### src/rtl/mem_port_arbiter_pkg.sv
`default_nettype none
// +----------------------------------------------------------------------------+
// | Module      : mem_port_arbiter_pkg                                         |
// | Description : Shared types for the IF / D memory port arbiter.             |
// | Revision    : 1.0  initial release                                         |
// +----------------------------------------------------------------------------+
package mem_port_arbiter_pkg;

  typedef logic [15:0] uword;

  typedef enum logic [1:0] {
    IDLE   = 2'd0,
    GNT_IF = 2'd1,
    GNT_D  = 2'd2,
    RESP   = 2'd3
  } arb_state_e;

  typedef enum logic {
    OWN_IF = 1'b0,
    OWN_D  = 1'b1
  } arb_owner_e;

  // Width of the ack-wait counter; it only has to reach TIMEOUT_CYC-1.
  function automatic int arb_tmo_w(input int cyc);
    return $clog2(cyc);
  endfunction

endpackage
`default_nettype wire

### src/rtl/mem_port_arbiter_arb_pick.sv
`default_nettype none
// +----------------------------------------------------------------------------+
// | Module      : arb_pick                                                     |
// | Description : Combinational winner select between fetch and data ports.   |
// |               MEM_ARB_RR_EN selects round-robin; otherwise D beats IF.     |
// | Revision    : 1.0  initial release                                         |
// +----------------------------------------------------------------------------+
module arb_pick
  import mem_port_arbiter_pkg::*;
(
  input  logic       if_req,
  input  logic       d_req,
  input  arb_owner_e last_owner,
  output arb_owner_e winner
);

`ifdef MEM_ARB_RR_EN
  // On a tie the port that did not win last time takes the grant.
  always_comb begin
    winner = OWN_D;
    if (if_req && d_req) begin
      winner = (last_owner == OWN_D) ? OWN_IF : OWN_D;
    end else if (if_req) begin
      winner = OWN_IF;
    end
  end
`else
  logic unused_last_owner;
  assign unused_last_owner = (last_owner == OWN_D);

  // Data access belongs to the older instruction, so it always wins a tie.
  always_comb begin
    winner = OWN_D;
    if (if_req && !d_req) begin
      winner = OWN_IF;
    end
  end
`endif

endmodule
`default_nettype wire

### src/rtl/mem_port_arbiter.sv
`default_nettype none
// +----------------------------------------------------------------------------+
// | Module      : mem_port_arbiter                                             |
// | Description : Shares one 16-bit single-ported memory between instruction  |
// |               fetch (IF) and data access (D). One transaction in flight,   |
// |               per-port stall outputs, abort after TIMEOUT_CYC cycles       |
// |               without ack. Optional macro MEM_ARB_RR_EN: round-robin.      |
// | Revision    : 1.0  initial release                                         |
// +----------------------------------------------------------------------------+
module mem_port_arbiter
  import mem_port_arbiter_pkg::*;
#(
  parameter int TIMEOUT_CYC = 16
) (
  input  logic clk,
  input  logic rst,
  input  logic halt_sys,
  input  logic if_req,
  input  uword if_addr,
  output logic if_ready,
  output uword if_rdata,
  input  logic d_req,
  input  logic d_we,
  input  uword d_addr,
  input  uword d_wdata,
  output logic d_ready,
  output uword d_rdata,
  output logic m_req,
  output logic m_we,
  output uword m_addr,
  output uword m_wdata,
  input  uword m_rdata,
  input  logic m_ack,
  output logic stall_if,
  output logic stall_d,
  output logic err_tmo
);

  localparam int                  ARB_TMO_W = arb_tmo_w(TIMEOUT_CYC);
  localparam logic [ARB_TMO_W-1:0] TMO_LAST  = ARB_TMO_W'(TIMEOUT_CYC - 1);

  arb_state_e            state_q;
  arb_owner_e            owner_q;
  logic [ARB_TMO_W-1:0]  tmo_cnt_q;
  logic                  if_ready_q;
  logic                  d_ready_q;
  uword                  if_rdata_q;
  uword                  d_rdata_q;
  logic                  m_req_q;
  logic                  m_we_q;
  uword                  m_addr_q;
  uword                  m_wdata_q;
  logic                  err_tmo_q;
  arb_owner_e            last_owner;
  arb_owner_e            win_owner;
  logic                  owner_req;

`ifdef MEM_ARB_RR_EN
  arb_owner_e last_owner_q;
  assign last_owner = last_owner_q;
`else
  assign last_owner = OWN_IF;
`endif

  arb_pick u_pick (
    .if_req     (if_req),
    .d_req      (d_req),
    .last_owner (last_owner),
    .winner     (win_owner)
  );

  // Whether the current owner is still waiting; a dropped request loses its ready pulse.
  assign owner_req = (owner_q == OWN_D) ? d_req : if_req;

  // Arbiter FSM: grant in IDLE, wait for ack or timeout in GNT_x, ready is high during RESP.
  always_ff @(posedge clk) begin
    if (!rst) begin
      state_q    <= IDLE;
      owner_q    <= OWN_IF;
      tmo_cnt_q  <= '0;
      if_ready_q <= 1'b0;
      d_ready_q  <= 1'b0;
      if_rdata_q <= '0;
      d_rdata_q  <= '0;
      m_req_q    <= 1'b0;
      m_we_q     <= 1'b0;
      m_addr_q   <= '0;
      m_wdata_q  <= '0;
      err_tmo_q  <= 1'b0;
`ifdef MEM_ARB_RR_EN
      last_owner_q <= OWN_IF;
`endif
    end else begin
      if_ready_q <= 1'b0;
      d_ready_q  <= 1'b0;
      err_tmo_q  <= 1'b0;
      case (state_q)
        IDLE: begin
          if (!halt_sys && (if_req || d_req)) begin
            m_req_q   <= 1'b1;
            tmo_cnt_q <= '0;
            owner_q   <= win_owner;
`ifdef MEM_ARB_RR_EN
            last_owner_q <= win_owner;
`endif
            if (win_owner == OWN_D) begin
              m_we_q    <= d_we;
              m_addr_q  <= d_addr;
              m_wdata_q <= d_wdata;
              state_q   <= GNT_D;
            end else begin
              m_we_q    <= 1'b0;
              m_addr_q  <= if_addr;
              m_wdata_q <= '0;
              state_q   <= GNT_IF;
            end
          end
        end
        GNT_IF, GNT_D: begin
          // Ack is tested first so a late ack on the last allowed cycle still counts.
          if (m_ack || (tmo_cnt_q == TMO_LAST)) begin
            m_req_q   <= 1'b0;
            err_tmo_q <= !m_ack;
            state_q   <= RESP;
            if (owner_req) begin
              if (owner_q == OWN_D) begin
                d_ready_q <= 1'b1;
                d_rdata_q <= (m_ack && !m_we_q) ? m_rdata : '0;
              end else begin
                if_ready_q <= 1'b1;
                if_rdata_q <= m_ack ? m_rdata : '0;
              end
            end
          end else begin
            tmo_cnt_q <= tmo_cnt_q + ARB_TMO_W'(1);
          end
        end
        RESP: begin
          m_we_q    <= 1'b0;
          m_addr_q  <= '0;
          m_wdata_q <= '0;
          state_q   <= IDLE;
        end
        default: begin
          state_q <= IDLE;
        end
      endcase
    end
  end

  assign if_ready = if_ready_q;
  assign d_ready  = d_ready_q;
  assign if_rdata = if_rdata_q;
  assign d_rdata  = d_rdata_q;
  assign m_req    = m_req_q;
  assign m_we     = m_we_q;
  assign m_addr   = m_addr_q;
  assign m_wdata  = m_wdata_q;
  assign err_tmo  = err_tmo_q;
  assign stall_if = if_req & ~if_ready_q;
  assign stall_d  = d_req & ~d_ready_q;

endmodule
`default_nettype wire
### config.mk
export PLATFORM = sky130hd
export DESIGN_NAME = mem_port_arbiter
export DESIGN_NICKNAME = d
export VERILOG_FILES = /design/src/rtl/mem_port_arbiter_pkg.sv /design/src/rtl/mem_port_arbiter_arb_pick.sv /design/src/rtl/mem_port_arbiter.sv
export SDC_FILE = /design/constraint.sdc
export NUM_CORES = 1
export LEC_CHECK = 0
export ABC_AREA = 1
export ABC_CLOCK_PERIOD_IN_PS = 2290
export CAP_MARGIN = 20
export CORE_ASPECT_RATIO = 0.9
export CORE_MARGIN = 2
export CORE_UTILIZATION = 43
export DETAILED_ROUTE_END_ITERATION = 10
export HOLD_SLACK_MARGIN = 0.03
export PLACE_DENSITY = 0.81
export SLEW_MARGIN = 20
export SYNTH_ARGS = -nofsm -noshare
export SYNTH_HDL_FRONTEND = slang
export SYNTH_HIERARCHICAL = 1
export SYNTH_SLANG_ARGS = --single-unit
### constraint.sdc
create_clock -name clk -period 2.29 [get_ports clk]
set_clock_uncertainty 0.2 [all_clocks]
set_input_delay 0.229 -clock clk [delete_from_list [all_inputs] [get_ports clk]]
set_output_delay 0.229 -clock clk [all_outputs]
set_load 0.05 [all_outputs]
Word-level counts from Yosys, hierarchy flattened
Index checks and enable logic that the tools add are counted.
Word-level totals
  bits in registers: 76
  output and inout port bits: 71
  logic and storage cells: 72
Operators by class
  add/subtract/negate cells: 1
  equality and inequality tests: 7
  multiplexer cells: 25
  bitwise gates (word level): 5
  reductions and logical operators: 22
Operators by type and width (count)
  two-way mux 16 bit: 6
  one-hot mux 16 bit (2 select lines): 2
  AND reduction 4 bit: 3
  AND reduction 3 bit: 3
  two-way mux 1 bit: 8
  two-way mux 4 bit: 2
  one-hot mux 4 bit (2 select lines): 1
  two-way mux 2 bit: 3
  inequality test 2 bit (second input constant): 3
  one-hot mux 2 bit (3 select lines): 1
  AND reduction 2 bit: 3
  adder 4 x 1 -> 4 bit (second input constant): 1
  == test 2 bit (second input constant): 2
  == test 4 bit (second input constant): 1
  logical NOT 1 bit: 4
  one-hot mux 1 bit (2 select lines): 2
  nonzero test 2 bit: 2
  logical AND 1 bit: 3
  inverter 1 bit: 3
  bitwise AND 1 bit: 2
  == test 2 x 1 -> 1 bit (second input constant): 1
  logical NOT 2 bit: 1
  logical OR 1 bit: 2
  OR reduction 2 bit: 1

Depth between registers and ports, before layout
  word-level depth: 5
  depth in mapped cells: 9
  depth with buffers taken out: 8

Cells and area by module
The synthesis kept the hierarchy.
Modules (own cells, without submodules)
  mem_port_arbiter: instances 1, cells each 493, area an instance 3394.5 um2, seq. area each 1521.5 um2
  arb_pick: instances 1, cells each 2, area an instance 7.5 um2, seq. area each 0.0 um2

Worst setup path after synthesis
No wires, ideal clock.
  kind: register -> register
  start: register state_q[0]
  end: register if_rdata_q[0] (netlist: if_rdata[0])
  setup time: 0.123 ns
  arrival time: 1.410 ns
  slack: 0.557 ns
  stages on the path, launching flop included: 9
  clock period less this slack: 1.733 ns
  path through: dfxtp_1 inv_1 ha_1 inv_2 a21oi_2 nand3_2 buf_2 nand3_1 o21ai_0
Between the ends
  cells in the longest elaborated chain, start to end: 3
  elaborated cells between the ends (all ways): 4
RTL lines
  from (decl): RTL line mem_port_arbiter.sv:42  | arb_state_e state_q;
  from (signal assigned): RTL line mem_port_arbiter.sv:78  | state_q <= IDLE;
  from (signal assigned): RTL line mem_port_arbiter.sv:110  | state_q <= GNT_D;
  from (signal assigned): RTL line mem_port_arbiter.sv:115  | state_q <= GNT_IF;
  == test 2 x 1 -> 1 bit / == test 2 bit (equally long branches): RTL line mem_port_arbiter.sv:97  | case (state_q)
  OR reduction 2 bit (*): RTL line mem_port_arbiter.sv:97
  AND reduction 4 bit (no source line) (*)
  to (signal assigned): RTL line mem_port_arbiter.sv:131  | if_rdata_q <= m_ack ? m_rdata : '0;
  to (decl): RTL line mem_port_arbiter.sv:47  | uword if_rdata_q;
Every way passes the cells marked *; elsewhere a longest branch is shown, timed or not.
A chain may end at the register's enable or synchronous reset.

Final worst setup path
  start: register state_q[0]
  end: register if_rdata_q[13] (netlist: if_rdata[13])
Same word-level chain as after synthesis.

==> flow_summary.json <==
{
  "status": "finished clean",
  "power_switching_w": 0.00291,
  "cts_hold_buf": 0,
  "core-area_sq_mm": 0.00762,
  "clk_pin_slew_ns": 0.07,
  "grt_usage": 0.227,
  "drt_wl_total_mm": 9.84,
  "tns_ns": 0,
  "critical_path.top_delay_family": "compound AO/OA/AOI/OAI gates",
  "p_comb_frac": 0.517,
  "grt.overflow.total": 0,
  "intPower_w": 0.00347,
  "areaGrowthSynthToFinish_pct": 49.8,
  "vias_per_cell": 4.89,
  "tightest_slew_ns": 0.594,
  "post-route-period-util": 0.909,
  "tritoncts": "done",
  "critPathSlowestCell": "ha_1",
  "p_seq_frac": 0.292,
  "cp-start-kind": "register",
  "cts-resized-gates": 0,
  "setup_violations": 0,
  "insertion_delay_ns": 0.35,
  "timing.critical_path.fanout_max": 17,
  "timing.final.ws_setup_ns": 0.209,
  "post-place-ws_ns": 0.218,
  "power-per-cell-area_mw_per_mm2": 1250,
  "pwr-share-clk": 0.191,
  "cp_data_arrival_time_ns": 2.14,
  "finalPower_w": 0.00639,
  "dpl.cell_count": 710,
  "clockRootBuffer": "clkbuf_8",
  "dpl-instance-area_sq_mm": 0.00485,
  "reg2reg_from": "state_q[0]$_SDFFE_PN0P_",
  "max_stage_delay_ns": 0.42,
  "grt_pass1_wl_mm": 15.7,
  "drtPass1Iterations": 4,
  "num_vias": 3547,
  "fillers": 656,
  "syn_avg_cell_area_sq_um": 6.88,
  "slew_viol_final": 0,
  "drive_above_1_share": 0.0715,
  "ys_warn_count": 6,
  "grt_pass1_vias": 3351,
  "fmax_mhz": 480,
  "drc_errors": 0,
  "cts_buffer_depth": 2,
  "antenna_found_initial": 0,
  "final_hold_viol_count": 0,
  "io_buffers": 141,
  "die_h_um": 88.3,
  "path_buf_inv": 2,
  "power_leakage_nw": 2.13,
  "fin_cells": 725,
  "cts_setup_buffers": 0,
  "die_area_sq_mm": 0.00863,
  "wl_per_cell_um": 13.6,
  "place_hpwl_mm": 7.26,
  "gp_congestion": 0.860,
  "synth_cells": 494,
  "rrSetupSlack_ns": 0.21,
  "io-pin-count": 142,
  "cap_viol_max_count": 0,
  "netlist_area_sq_mm": 0.00340,
  "grt_max_degree": 39,
  "nets": 700,
  "start_util": 0.446,
  "worstPathCellList": "inv_1 -> ha_1 -> inv_2 -> a21oi_2 -> nand4_2 -> o21ai_0",
  "fp-row-count": 30,
  "startpoint": "state_q[0]$_SDFFE_PN0P_",
  "min_path_type": "input port to register",
  "p_sw_frac": 0.456,
  "critical_path_class": "register to register",
  "cts_sinks": 76,
  "ir_drop_mv": 0.730,
  "cp-end-kind": "register",
  "rsz0062_at_grt": "no",
  "htreeDepth": 3,
  "ant_nets": 0,
  "final.min_clock_period_ns": 2.08,
  "required_ns": 2.35,
  "worstHoldStart": "rst",
  "maxSlewHeadroom": 0.603,
  "fin_area_sq_mm": 0.00509,
  "numCtsBuffers": 9,
  "antenna_cells": 0,
  "drt_iter0_markers": 132,
  "die_w_um": 97.7,
  "syn-num-nets": 569
}
[flip-flops by register name, summed over array words and instances (netlist names), 2 cells and up]
signal	cells
d_rdata	16
if_rdata	16
m_addr	16
m_wdata	16
tmo_cnt_q	4
state_q	2
[layer usage]
| metal | vias up | part of all wire | GRT usage |
|---|---|---|---|
| met4 | 0 | 0.023 | 0.0795 |
| met1 | 1590 | 0.41 | 0.270 |
| met5 | - | 0 | 0 |
| li1 | 1821 | - | - |
| met2 | 116 | 0.50 | 0.398 |
| met3 | 20 | 0.068 | 0.0656 |
[cell usage in the layout (no fill, tap or decap)]
| cell | count |
|---|---|
| a21oi_1 | 14 |
| a21oi_2 | 5 |
| buf_12 | 2 |
| buf_2 | 1 |
| buf_4 | 9 |
| bufinv_16 | 3 |
| clkbuf_1 | 1 |
| clkbuf_8 | 10 |
| clkdlybuf4s50_1 | 138 |
| clkinv_1 | 1 |
| clkinvlp_4 | 1 |
| dfxtp_1 | 76 |
| ha_1 | 4 |
| inv_1 | 32 |
| inv_2 | 4 |
| nand2_1 | 70 |
| nand2_2 | 1 |
| nand3_1 | 20 |
| nand3_2 | 2 |
| nand4_1 | 2 |
| nand4_2 | 1 |
| nor2_1 | 146 |
| nor2_2 | 4 |
| nor2_4 | 1 |
| nor3_1 | 2 |
| o21ai_0 | 65 |
| o21ai_1 | 11 |
| o21ai_2 | 1 |
| or2_1 | 1 |
| xor2_1 | 1 |
[worst register-to-register path, stage by stage, from the launching register on]
cell     delay, ns
dfxtp_1       0.35
inv_1         0.08
ha_1          0.42
inv_2         0.10
a21oi_2       0.17
nand4_2       0.35
o21ai_0       0.33
[through the flow]
stage,hold WS (ns),utilization
finish,0.137,0.668
global route,0.154,0.668
CTS,0.116,0.668
detailed placement,0.257,0.637
global placement,0.255,0.637
floorplan,0.182,-
[cell type report]
class	count	area [sq um]	area share
multi-input combinational	351	1580	0.310
clock inverter	4	97.6	0.0192
inverter	37	139	0.0273
clock buffer	11	141	0.0278
timing repair buffer	150	1490	0.294
tap	96	120	0.0236
sequential	76	1520	0.299
[power groups by stage]
stage / logic [W] / registers (W) / clock network [W]
after detailed placement: 0.00329 / 0.00189 / 0
final: 0.00330 / 0.00186 / 0.00122
after global routing: 0.00356 / 0.00190 / 0.00130
after global placement: 0.00322 / 0.00188 / 0
after floorplan: 0.00127 / 0.00291 / 0
after CTS: 0.00330 / 0.00186 / 0.00124
[worst paths after layout]
| check | endpoint | cells after the start |
|---|---|---|
| max | if_rdata[13]$_SDFFE_PN0P_ | 6 |
| min | tmo_cnt_q[3]$_SDFFE_PN0P_ | 3 |
| max reg2reg | if_rdata[13]$_SDFFE_PN0P_ | 6 |
| min reg2reg | d_rdata[1]$_SDFFE_PN0P_ | 2 |
Note: power is estimated with default switching activity, not from simulation.
